[config.mk]
export PLATFORM = sky130hd
export DESIGN_NAME = adv_event_scheduler
export DESIGN_NICKNAME = d
export VERILOG_FILES = /design/src/rtl/adv_event_scheduler_pkg.sv /design/src/rtl/ble_sched_timer.sv /design/src/rtl/adv_event_scheduler.sv
export SDC_FILE = /design/constraint.sdc
export NUM_CORES = 1
export LEC_CHECK = 0
export CAP_MARGIN = 20
export CORE_ASPECT_RATIO = 1.2
export CORE_MARGIN = 5
export CORE_UTILIZATION = 60
export CTS_CLUSTER_DIAMETER = 80
export DETAILED_ROUTE_END_ITERATION = 8
export GPL_TIMING_DRIVEN = 0
export PLACE_DENSITY = 0.86
export SETUP_SLACK_MARGIN = 0.02
export SYNTH_ARGS = -nofsm -noshare
export SYNTH_HDL_FRONTEND = slang
export SYNTH_HIERARCHICAL = 1
export SYNTH_SLANG_ARGS = --single-unit
[constraint.sdc]
create_clock -name clk -period 8.6 [get_ports clk]
set_input_delay 1.72 -clock clk [delete_from_list [all_inputs] [get_ports clk]]
set_output_delay 1.72 -clock clk [all_outputs]
set_load 0.02 [all_outputs]
[src/rtl/adv_event_scheduler_pkg.sv]
// Shared state encoding, advertising channel numbers and mask helpers for the
// BLE advertising event scheduler.
package adv_event_scheduler_pkg;

  typedef enum logic [2:0] {
    ST_IDLE     = 3'd0,
    ST_SELECT   = 3'd1,
    ST_TUNE     = 3'd2,
    ST_TX       = 3'd3,
    ST_GAP      = 3'd4,
    ST_INTERVAL = 3'd5
  } sched_state_e;

  localparam logic [5:0] CH_37 = 6'd37;
  localparam logic [5:0] CH_38 = 6'd38;
  localparam logic [5:0] CH_39 = 6'd39;

  localparam int DEFAULT_IFS = 150;

  // Isolates the lowest set bit of a channel mask (bit0 = ch37), giving the
  // next channel to visit in ascending order.
  function automatic logic [2:0] lowest_chan(input logic [2:0] mask);
    return mask & (~mask + 3'd1);
  endfunction

  function automatic logic [5:0] chan_index(input logic [2:0] onehot);
    logic [5:0] idx;
    if (onehot[0])      idx = CH_37;
    else if (onehot[1]) idx = CH_38;
    else                idx = CH_39;
    return idx;
  endfunction

endpackage

[src/rtl/ble_sched_timer.sv]
// Loadable saturating down-counter with a zero flag; used for the event
// interval and for the shared inter-frame-gap / transmit-timeout count.
module ble_sched_timer #(
  parameter int W = 16
) (
  input  logic         clk,
  input  logic         ready,
  input  logic         load,
  input  logic [W-1:0] load_val,
  input  logic         dec,
  output logic         zero
);

  logic [W-1:0] count;

  // NOTE: sequential state is written with non-blocking assignments so every
  // register samples values from before the clock edge.
  always_ff @(posedge clk) begin
    if (!ready) begin
      count <= '0;
    end else if (load) begin
      count <= load_val;
    end else if (dec && (count != '0)) begin
      count <= count - W'(1);
    end
  end

  assign zero = (count == '0);

endmodule

[src/rtl/adv_event_scheduler.sv]
// Sequences one BLE advertising event over channels 37/38/39, handing each
// channel to the synthesizer and then to the packet reader, and repeats events.
module adv_event_scheduler
  import adv_event_scheduler_pkg::*;
#(
  parameter int IFS_CYCLES = DEFAULT_IFS,
  parameter int TX_TIMEOUT = 65535,
  parameter int INTERVAL_W = 24,
  parameter int EVCNT_W    = 16
) (
  input  logic                  clk,
  input  logic                  ready,
  input  logic                  enable,
  input  logic [INTERVAL_W-1:0] adv_interval,
  input  logic [2:0]            chan_map,
  input  logic                  chan_ack,
  input  logic                  pr_done,
  output logic                  chan_req,
  output logic [5:0]            channel,
  output logic                  pr_run,
  output logic                  busy,
  output logic [EVCNT_W-1:0]    event_cnt,
  output logic                  timeout_err
);

  localparam int TMR_MAX  = (TX_TIMEOUT > IFS_CYCLES) ? TX_TIMEOUT : IFS_CYCLES;
  localparam int TMR_W    = (TMR_MAX < 2) ? 1 : $clog2(TMR_MAX + 1);
  // The gap count also covers the SELECT cycle, so chan_req rises exactly
  // IFS_CYCLES cycles after pr_run falls.
  localparam int GAP_LOAD = (IFS_CYCLES >= 2) ? IFS_CYCLES - 2 : 0;
  localparam int TO_LOAD  = (TX_TIMEOUT >= 1) ? TX_TIMEOUT - 1 : 0;
  localparam logic [TMR_W-1:0] GAP_LOAD_V = TMR_W'(GAP_LOAD);
  localparam logic [TMR_W-1:0] TO_LOAD_V  = TMR_W'(TO_LOAD);
  localparam bit               TIMEOUT_EN = (TX_TIMEOUT != 0);

  sched_state_e state_q, state_d;

  logic [2:0]         map_q, map_d;
  logic [2:0]         visited_q, visited_d;
  logic               sent_q, sent_d;
  logic               chan_req_d;
  logic [5:0]         channel_d;
  logic               pr_run_d;
  logic [EVCNT_W-1:0] event_cnt_d;
  logic               timeout_err_d;

  logic [2:0]            pending;
  logic [2:0]            next_chan;
  logic                  start_event;
  logic                  ivl_load, ivl_dec, ivl_zero;
  logic [INTERVAL_W-1:0] ivl_load_val;
  logic                  tmr_load, tmr_dec, tmr_zero;
  logic [TMR_W-1:0]      tmr_load_val;

  // Interval loads N-1 so the next event starts N cycles after this one.
  assign ivl_load_val = (adv_interval == '0) ? '0 : adv_interval - INTERVAL_W'(1);
  assign ivl_dec      = (state_q != ST_IDLE);
  assign ivl_load     = start_event;

  ble_sched_timer #(.W(INTERVAL_W)) u_interval (
    .clk      (clk),
    .ready    (ready),
    .load     (ivl_load),
    .load_val (ivl_load_val),
    .dec      (ivl_dec),
    .zero     (ivl_zero)
  );

  ble_sched_timer #(.W(TMR_W)) u_gap_timeout (
    .clk      (clk),
    .ready    (ready),
    .load     (tmr_load),
    .load_val (tmr_load_val),
    .dec      (tmr_dec),
    .zero     (tmr_zero)
  );

  always_ff @(posedge clk) begin
    if (!ready) begin
      state_q     <= ST_IDLE;
      map_q       <= '0;
      visited_q   <= '0;
      sent_q      <= 1'b0;
      chan_req    <= 1'b0;
      channel     <= CH_37;
      pr_run      <= 1'b0;
      busy        <= 1'b0;
      event_cnt   <= '0;
      timeout_err <= 1'b0;
    end else begin
      state_q     <= state_d;
      map_q       <= map_d;
      visited_q   <= visited_d;
      sent_q      <= sent_d;
      chan_req    <= chan_req_d;
      channel     <= channel_d;
      pr_run      <= pr_run_d;
      busy        <= (state_d != ST_IDLE);
      event_cnt   <= event_cnt_d;
      timeout_err <= timeout_err_d;
    end
  end

  // NOTE: every signal assigned here gets a default first, so no path leaves
  // a value unassigned and no latch is inferred.
  always_comb begin
    state_d       = state_q;
    map_d         = map_q;
    visited_d     = visited_q;
    sent_d        = sent_q;
    chan_req_d    = chan_req;
    channel_d     = channel;
    pr_run_d      = pr_run;
    event_cnt_d   = event_cnt;
    timeout_err_d = 1'b0;
    start_event   = 1'b0;
    tmr_load      = 1'b0;
    tmr_load_val  = '0;
    tmr_dec       = 1'b0;
    pending       = map_q & ~visited_q;
    next_chan     = lowest_chan(pending);

    unique case (state_q)
      ST_IDLE: begin
        if (enable) start_event = 1'b1;
      end

      ST_SELECT: begin
        if (!enable) begin
          chan_req_d = 1'b0;
          state_d    = ST_IDLE;
        end else if (pending != '0) begin
          channel_d  = chan_index(next_chan);
          visited_d  = visited_q | next_chan;
          chan_req_d = 1'b1;
          state_d    = ST_TUNE;
        end else begin
          if (sent_q) event_cnt_d = event_cnt + EVCNT_W'(1);
          state_d = ST_INTERVAL;
        end
      end

      ST_TUNE: begin
        if (!enable) begin
          chan_req_d = 1'b0;
          state_d    = ST_IDLE;
        end else if (chan_ack) begin
          chan_req_d   = 1'b0;
          pr_run_d     = 1'b1;
          sent_d       = 1'b1;
          tmr_load     = 1'b1;
          tmr_load_val = TO_LOAD_V;
          state_d      = ST_TX;
        end
      end

      ST_TX: begin
        tmr_dec = 1'b1;
        // pr_done is checked first so a same-cycle timeout is not reported.
        if (pr_done || (TIMEOUT_EN && tmr_zero)) begin
          timeout_err_d = !pr_done;
          pr_run_d      = 1'b0;
          tmr_load      = 1'b1;
          tmr_load_val  = GAP_LOAD_V;
          state_d       = ST_GAP;
        end
      end

      ST_GAP: begin
        tmr_dec = 1'b1;
        if (tmr_zero) state_d = enable ? ST_SELECT : ST_IDLE;
      end

      ST_INTERVAL: begin
        if (ivl_zero) begin
          if (enable) start_event = 1'b1;
          else        state_d     = ST_IDLE;
        end
      end

      default: state_d = ST_IDLE;
    endcase

    // Channel map is captured only here; later changes wait for the next event.
    if (start_event) begin
      map_d     = chan_map;
      visited_d = '0;
      sent_d    = 1'b0;
      state_d   = ST_SELECT;
    end
  end

endmodule

==> qor.csv <==
stage,metric,value,unit
sta,layout_min_cycle_time,4.19,ns
floorplanning,die_x,89.6,um
layout,finalInstanceArea,5450,um2
detailed_routing,drtIter0Drc,247,
synth,yosys_most_used_dff,dfxtp_1,
sta,max_slew_margin,50.8,%
sta,worstMarginPinSlew,0.731,ns
clock_network,cts.sinks,72,
clock_network,clk_latency,0.35,ns
synth,avgSynthCellArea,7.97,um2
global_route,grt_pass1_vias,4297,
sta,slew_violations,0,
clock_network,tritoncts,done,
clock_network,clkTransAtPathRegs,0.09,ns
global_route,grt_antenna_before_repair,0,
worst_setup_path,critPathArrivalTime,4.41,ns
floorplanning,pin_count,58,
detailed_routing,vias,4358,
layout,final_cell_mix,"nor2_1 (81), dfxtp_1 (72), clkdlybuf4s50_1 (53), xnor2_1 (46), o21ai_0 (45)",
sta,finalHoldViolCount,0,
worst_setup_path,start_kind,input pin,
synth,synth_cells,572,
floorplanning,rows,34,
sta,tns,0,ns
synth,yosys_warnings,6,
global_route,grtUsageTotal,24.0,%
place,dpl.hpwl,8180,um
detailed_routing,drc,0,
clock_network,root_buffer,clkbuf_8,
global_route,grt_pass1_wl,18800,um
synth,ys_seq_area_share,31.6,%
global_route,grt_overflow_total,0,
floorplanning,start_util,62.3,%
synth,synth_edf_count,0,
synth,synthArstFlopShare,0,%
worst_setup_path,end_kind,flip-flop,
synth,ys_ff_latch,72,
floorplanning,die_area,9440,um2
worst_setup_path,required,8.83,ns
global_route,grt_max_degree,17,
place,placed_area,5220,um2
clock_network,cts_setup_buffers,0,
detailed_routing,wl_per_cell,14.8,um
floorplanning,core,7320,um2
layout,insertedDiodeCount,0,
worst_hold_path,hold_path_class,reg -> reg,
clock_network,cts_max_path_buffers,2,
run,max_cap_viol_count,0,
run_status,status,"complete, no violations",
detailed_routing,drt-vias-per-instance,5.93,
power_and_ir_drop,p_per_area,157,nW/um2
sta,fin_worst_skew,0.0162,ns
layout,finalNetCount,678,
synth,syn_area,4560,um2
power_and_ir_drop,ir_drop,121,uV
clock_network,htreeDepth,3,
sta,holdWs,0.475,ns
worst_setup_path,crit_fanout,10,
layout,area_growth,19.5,%
place,port_buffers,53,
sta,rsz0062_at_grt,no,
worst_setup_path,crit_type,in -> reg,
synth,yosys.cell_types.count,65,
clock_network,ctsResizeCount,0,
detailed_routing,first_pass_iters,5,
clock_network,numCtsBuffers,9,
sta,finalCritPeriodShare,48.7,%
detailed_routing,antenna_left,0,
layout,drive_above_1_share,9.61,%
place,gp_congestion,0.941,
layout,final_common_cell,nor2_1,
sta,setup_violations,0,
floorplanning,die_h,105,um
power_and_ir_drop,p_leak,1.80,nW
clock_network,hold_buffers,0,
detailed_routing,totalWireLength,10900,um
layout,fill_cells,566,
sta,timing.fmax,239,MHz
[layer usage]
| layer | wire length [um] | part of all wire [%] | track usage, % |
|---|---|---|---|
| met1 | 4660 | 43 | 30.2 |
| met2 | 5560 | 51 | 40.6 |
| met3 | 517 | 4.8 | 4.68 |
| met4 | 118 | 1.1 | 7.66 |
| met5 | 0 | 0 | 0 |
[cells by family (layout without fill, tap and decap cells)]
family	after synthesis	in the layout	synth area share (%)
AOI/OAI and AO/OA	127	127	17.5
xor gates and xnor gates	60	60	11.5
adders and majority gates	6	6	1.65
buffers and inverters	47	117	4.91
DFF	72	72	31.6
muxes	7	7	1.59
other	2	5	0.165
and+or+nand+nor	251	251	31.1
[sequential cells by signal, summed over array words and instances, names as in the netlist]
name,count
busy,1
chan_req,1
channel,2
event_cnt,16
map_q,3
pr_run,1
sent_q,1
state_q,3
timeout_err,1
u_gap_timeout/count,16
u_interval/count,24
visited_q,3
[where the power goes]
part           switching (mW)  internal, mW
Sequential             0.0184         0.352
Combinational           0.106        0.0761
Clock                   0.130         0.173
Total                   0.255         0.600
[area by class of cell]
type                            count  area [um2]  area share (%)
Inverter                           18        67.6            1.24
Clock buffer                       10         138            2.53
Timing Repair Buffer               54         538            9.88
Buffer                             29         156            2.87
Sequential cell                    72        1440            26.5
Clock inverter                      6        90.1            1.65
Multi-Input combinational cell    456        2900            53.3
Tap cell                           90         113            2.07
[cell usage after synthesis, types with 6 or more instances]
| cell | n | area share, % |
|---|---|---|
| nand3_1 | 21 | 2.3 |
| clkbuf_1 | 17 | 1.4 |
| nor2b_1 | 6 | 0.82 |
| or2_2 | 6 | 0.82 |
| nand4_1 | 7 | 0.96 |
| or4_1 | 9 | 1.5 |
| a21oi_1 | 40 | 4.4 |
| ha_1 | 6 | 1.6 |
| xnor2_1 | 46 | 8.8 |
| nor4_1 | 19 | 2.6 |
| nor2_1 | 81 | 6.7 |
| nand2b_1 | 7 | 0.96 |
| or3_1 | 10 | 1.4 |
| a31oi_1 | 8 | 1.1 |
| xor2_1 | 14 | 2.7 |
| o21ai_0 | 45 | 4.9 |
| inv_1 | 17 | 1.4 |
| nand2_1 | 32 | 2.6 |
| nor3_1 | 15 | 1.6 |
| dfxtp_1 | 72 | 32 |
| a211oi_1 | 10 | 1.6 |
[worst max-delay path: stages]
cell and delay [ns]:
clkdlybuf4s50_1 0.47, or4_4 0.57, nor4b_4 0.47, nand2_1 0.20
nor4_1 0.27, mux2_2 0.40, nand2_1 0.07, o21ai_0 0.09
nand2_1 0.08, o41ai_1 0.06
[metrics by stage]
step           utilization (%)  setup slack [ns]  power (mW)  cells
2_1_floorplan                -              4.83       0.499    575
3_3_place_gp              71.2              3.60       0.550    718
3_5_place_dp              71.3              4.07       0.555    719
4_1_cts                   74.4              4.43       0.857    735
5_1_grt                   74.4              4.08       0.898    735
6_report                  74.4              4.41       0.855    735
[worst paths after layout]
path	from	to	depth (start not counted)	slack, ns
max reg2reg	u_interval/count[11]	u_interval/count[12]	10	4.45
max	adv_interval[10]	u_interval/count[23]	10	4.41
min reg2reg	pr_run	pr_run	2	0.47
min	pr_run	pr_run	2	0.47
Note: power is estimated with default switching activity, not from simulation.
==> RTL edit 1 (config.mk and constraints unchanged) <==
Set the parameter `EVCNT_W` to 32 (it was 16).
--- a/src/rtl/adv_event_scheduler.sv
+++ b/src/rtl/adv_event_scheduler.sv
@@ -6,7 +6,7 @@
   parameter int IFS_CYCLES = DEFAULT_IFS,
   parameter int TX_TIMEOUT = 65535,
   parameter int INTERVAL_W = 24,
-  parameter int EVCNT_W    = 16
+  parameter int EVCNT_W    = 32
 ) (
   input  logic                  clk,
   input  logic                  ready,
Ports: changed (resized event_cnt); port bits go from 58 to 74. No check against the original RTL was run, so the function may have changed too.
==> RTL edit 1 against the original RTL <==
Cell area up 16%; sequential cell count increased by 16; wire length increased by 27%; fmax grew 4.2%; sequential share of layout area grew 1.5 points; area after synthesis up 15%; worst hold slack improved by 0.010 ns; count of clock-buffer cells in the layout up 4; total power up 14%; register-to-register slack better by 0.42 ns; setup slack gained 0.17 ns; largest cell class unchanged; highest routed layer unchanged.
==> RTL edit 1: results <==
[worst_setup_path]
cp-endpoint = "u_gap_timeout/count[2]$_SDFFE_PN0P_"
crit_family = "buffers and inverters"
startpoint = "enable"
r2r-end = "u_interval/count[9]$_SDFFE_PN0P_"
cp_slowest_cell = "clkdlybuf4s50_1"
path_max_fanout = 16
arrival_ns = 4.25

[pwr]
powerSeq_uw = 448
power_switching_share_pct = 30.2
pg_comb_uw = 209
leakagePower_uw = 0.00203

[hold_path]
hold_path_end = "map_q[2]$_SDFFE_PN0P_"
hold_start = "map_q[2]$_SDFFE_PN0P_"

[yosys]
synthDistinctLibCells = 69
syn-cell-area_um2 = 5230
netlist_top_cells_area = "dfxtp_1 (34%), xnor2_1 (8.0%), a21oi_1 (6.2%), nor2_1 (4.4%), o21ai_0 (4.1%)"
synth_mux_area_share_pct = 0.598
synth_compound_gate_area_share_pct = 20.7
synthXorXnorAreaFrac_pct = 8.87

[final_layout]
clockNetworkAreaShare_pct = 3.46
multi_input_area_share_pct = 51.0
syn2layout_area_growth_pct = 20.4
nClkBuffers = 14
seq_share_pct = 28.0
bufAreaShareNonClock_pct = 13.7
nNetsFinal = 786

[grt]
grt_pass1_vias = 5217
grt_pass1_wl_um = 23200
track_usage_pct = 26.7

[placement]
dp_hpwl_um = 10300
gp_congestion = 0.896

[sta]
max-slew-margin-rel_pct = 46.8

[drt]
routed_wirelength_um = 13800
dr.first_iter.drc_count = 389

[outcome]
status = "complete, no violations"
[RTL edit 1: changes by cell type in the layout (fill, tap and decap cells not counted), sizes merged, moves of 7 or more]
cell,unedited run,this run
xor2,14,5
nor2,83,62
inv,19,26
o21ai,45,61
dfxtp,72,88
nand4,7,14
nand2,32,45
clkdlybuf4s50,53,69
a21oi,41,66
or3,12,26
[RTL edit 1: stage by stage]
stage	setup slack, ns	cells	total power, uW	util (%)	hold WS (ns)
6_report	4.58	870	971	73.6	0.485
4_1_cts	4.61	870	966	73.6	0.480
3_5_place_dp	4.24	854	660	71.0	0.470
5_1_grt	4.41	870	1010	73.6	0.503
2_1_floorplan	5.05	668	598	-	0.428
3_3_place_gp	4.36	854	652	71.0	0.440
[RTL edit 1: layer usage]
layer  share of wire (%)  track usage [%]  up-vias  wire, um
li1                    -                -     2595         -
met1                  39             28.6     2486      5450
met2                  54             49.7      169      7430
met3                 5.0             4.56       23       695
met4                 2.0             12.2        0       278
met5                   0                0        -         0
==> RTL edit 2 (same settings) <==
Made on the original files. Re-encode `sched_state_e` (6 states) as Gray code, 3 bits wide.
--- a/src/rtl/adv_event_scheduler_pkg.sv
+++ b/src/rtl/adv_event_scheduler_pkg.sv
@@ -3,12 +3,12 @@
 package adv_event_scheduler_pkg;
 
   typedef enum logic [2:0] {
-    ST_IDLE     = 3'd0,
-    ST_SELECT   = 3'd1,
-    ST_TUNE     = 3'd2,
-    ST_TX       = 3'd3,
-    ST_GAP      = 3'd4,
-    ST_INTERVAL = 3'd5
+    ST_IDLE     = 3'b000,
+    ST_SELECT   = 3'b001,
+    ST_TUNE     = 3'b011,
+    ST_TX       = 3'b010,
+    ST_GAP      = 3'b110,
+    ST_INTERVAL = 3'b111
   } sched_state_e;
 
   localparam logic [5:0] CH_37 = 6'd37;
Check against the original RTL: no difference found for any inputs over 10 cycles, from zero or initial values; not proved beyond that.
==> RTL edit 2 against the original RTL <==
Wire length is 3.6% higher; setup slack worse by 0.033 ns; worst hold slack got worse by 0.00061 ns; sequential cell count did not move; total power is 1.7% lower; via count increased by 2.7%; cell area down 1.8%; non-clock buffer count grew 5; area after synthesis fell by 0.96%; critical path depth down 1; critical endpoint is now u_interval/count[7]$_SDFFE_PN0P_; fmax is 0.79% lower; sequential share of layout area is 0.48 points higher; clock power is 18% lower; synthesized cell count up 1.4%.
==> RTL edit 2: results <==
[outcome]
status = "complete, no violations"

[yosys]
synth_compound_gate_area_share_pct = 19.2
netlist_top_cells_count = "dfxtp_1 (72), a21oi_1 (54), nor2_1 (52)"
ys_warn_count = 6
synthAdderAreaFrac_pct = 1.66
synthXorXnorAreaFrac_pct = 7.57
synth_mux_area_share_pct = 3.80
avgSynthCellArea_um2 = 7.78
synth_seq_area_share_pct = 31.9
synthDistinctLibCells = 66
netlist_top_cells_area = "dfxtp_1 (32%), xnor2_1 (7.4%), a21oi_1 (6.0%), o21ai_0 (5.7%), nor2_1 (4.3%)"

[grt]
grt_max_degree = 22
track_usage_pct = 24.5
grt_pass1_vias = 4151
grt_pass1_wl_um = 18800
globalRouteMet2Util_pct = 43.5
grt_use_met3_pct = 3.54
use_met1_pct = 28.8

[placement]
dp.cells = 725
io_buffers = 52
gp_congestion = 0.848
dp_hpwl_um = 8400

[worst_setup_path]
path_max_fanout = 10
arrival_ns = 4.46
startpoint = "adv_interval[6]"
r2r-start = "u_interval/count[20]$_SDFFE_PN0P_"

[sta]
finalClockSkew_ns = 0.0109
max-slew-margin-rel_pct = 39.8
fin_crit_ns = 4.22

[pwr]
ir_worst_vdd_mv = 0.105
leakagePower_uw = 0.00175

[drt]
drt_first_pass_iters = 5
routed-wl-met3_um = 667
via_per_inst = 6.03
top_layer_used = "met4"
route.met2.wl_um = 5730
wl_per_cell_um = 15.2
wl_met1_um = 4580
dr.first_iter.drc_count = 241
routed_wirelength_um = 11200

[clocking]
ctsHoldBuffers = 0
clk_pin_slew_ns = 0.07
post_cts_resized = 0
htreeDepth = 3
post_cts_buffers = 0
cts_buffer_depth = 2

[final_layout]
largest_registers = "u_interval/count x24, event_cnt x16, u_gap_timeout/count x16"
drive_gt1_share_pct = 7.21
nNetsFinal = 685

[hold_path]
hold_start = "visited_q[2]$_SDFFE_PP0P_"
## RTL edit 2: changes by cell type after synthesis, moves of 5 or more
cell,unedited run,this run
nor2_1,81,52
a21oi_1,40,54
nand2b_1,7,20
xor2_1,14,1
mux2i_1,5,16
xnor2_1,46,38
nand3_1,21,14
nor3_1,15,22
clkbuf_1,17,23
o21ai_0,45,51
a2111oi_2,5,0
a211oi_1,10,5
nor4_1,19,24
## RTL edit 2: worst paths after layout
check,endpoint,slack (ns),cells past startpoint
worst min register to register,visited_q[2]$_SDFFE_PP0P_,0.47,2
worst max register to register,u_interval/count[6]$_SDFFE_PN0P_,5.07,11
worst max-delay path,u_interval/count[7]$_SDFFE_PN0P_,4.38,9
worst min-delay path,visited_q[2]$_SDFFE_PP0P_,0.47,2
## RTL edit 2: final cells by class
cell class | count | area [um^2]
multi-input combinational | 455 | 2830
fill | 572 | 1930
sequential | 72 | 1440
timing repair buffer | 53 | 528
buffer | 35 | 171
clock buffer | 13 | 169
tap | 90 | 113
inverter | 21 | 78.8
clock inverter | 3 | 15.0
## RTL edit 2: stage by stage
| stage | setup slack (ns) | instance area, um^2 |
|---|---|---|
| after floorplan | 4.73 | 4520 |
| after global routing | 4.13 | 5350 |
| final | 4.38 | 5350 |
| after detailed placement | 4.03 | 5160 |
| after CTS | 4.39 | 5340 |
| after global placement | 4.05 | 5160 |
## RTL edit 2: where the power goes
| part | switching, uW | internal, uW |
|---|---|---|
| Combinational | 122 | 92.6 |
| Sequential | 22.7 | 356 |
| Clock | 121 | 127 |
| Total | 265 | 576 |
## RTL edit 2: worst max-delay path, stage by stage
cell	delay, ns
clkdlybuf4s50_1	0.46
or4_1	0.52
buf_2	0.18
or4_4	0.57
nor2_2	0.34
buf_2	0.28
nor2_1	0.07
o21ai_0	0.13
o21ba_2	0.18
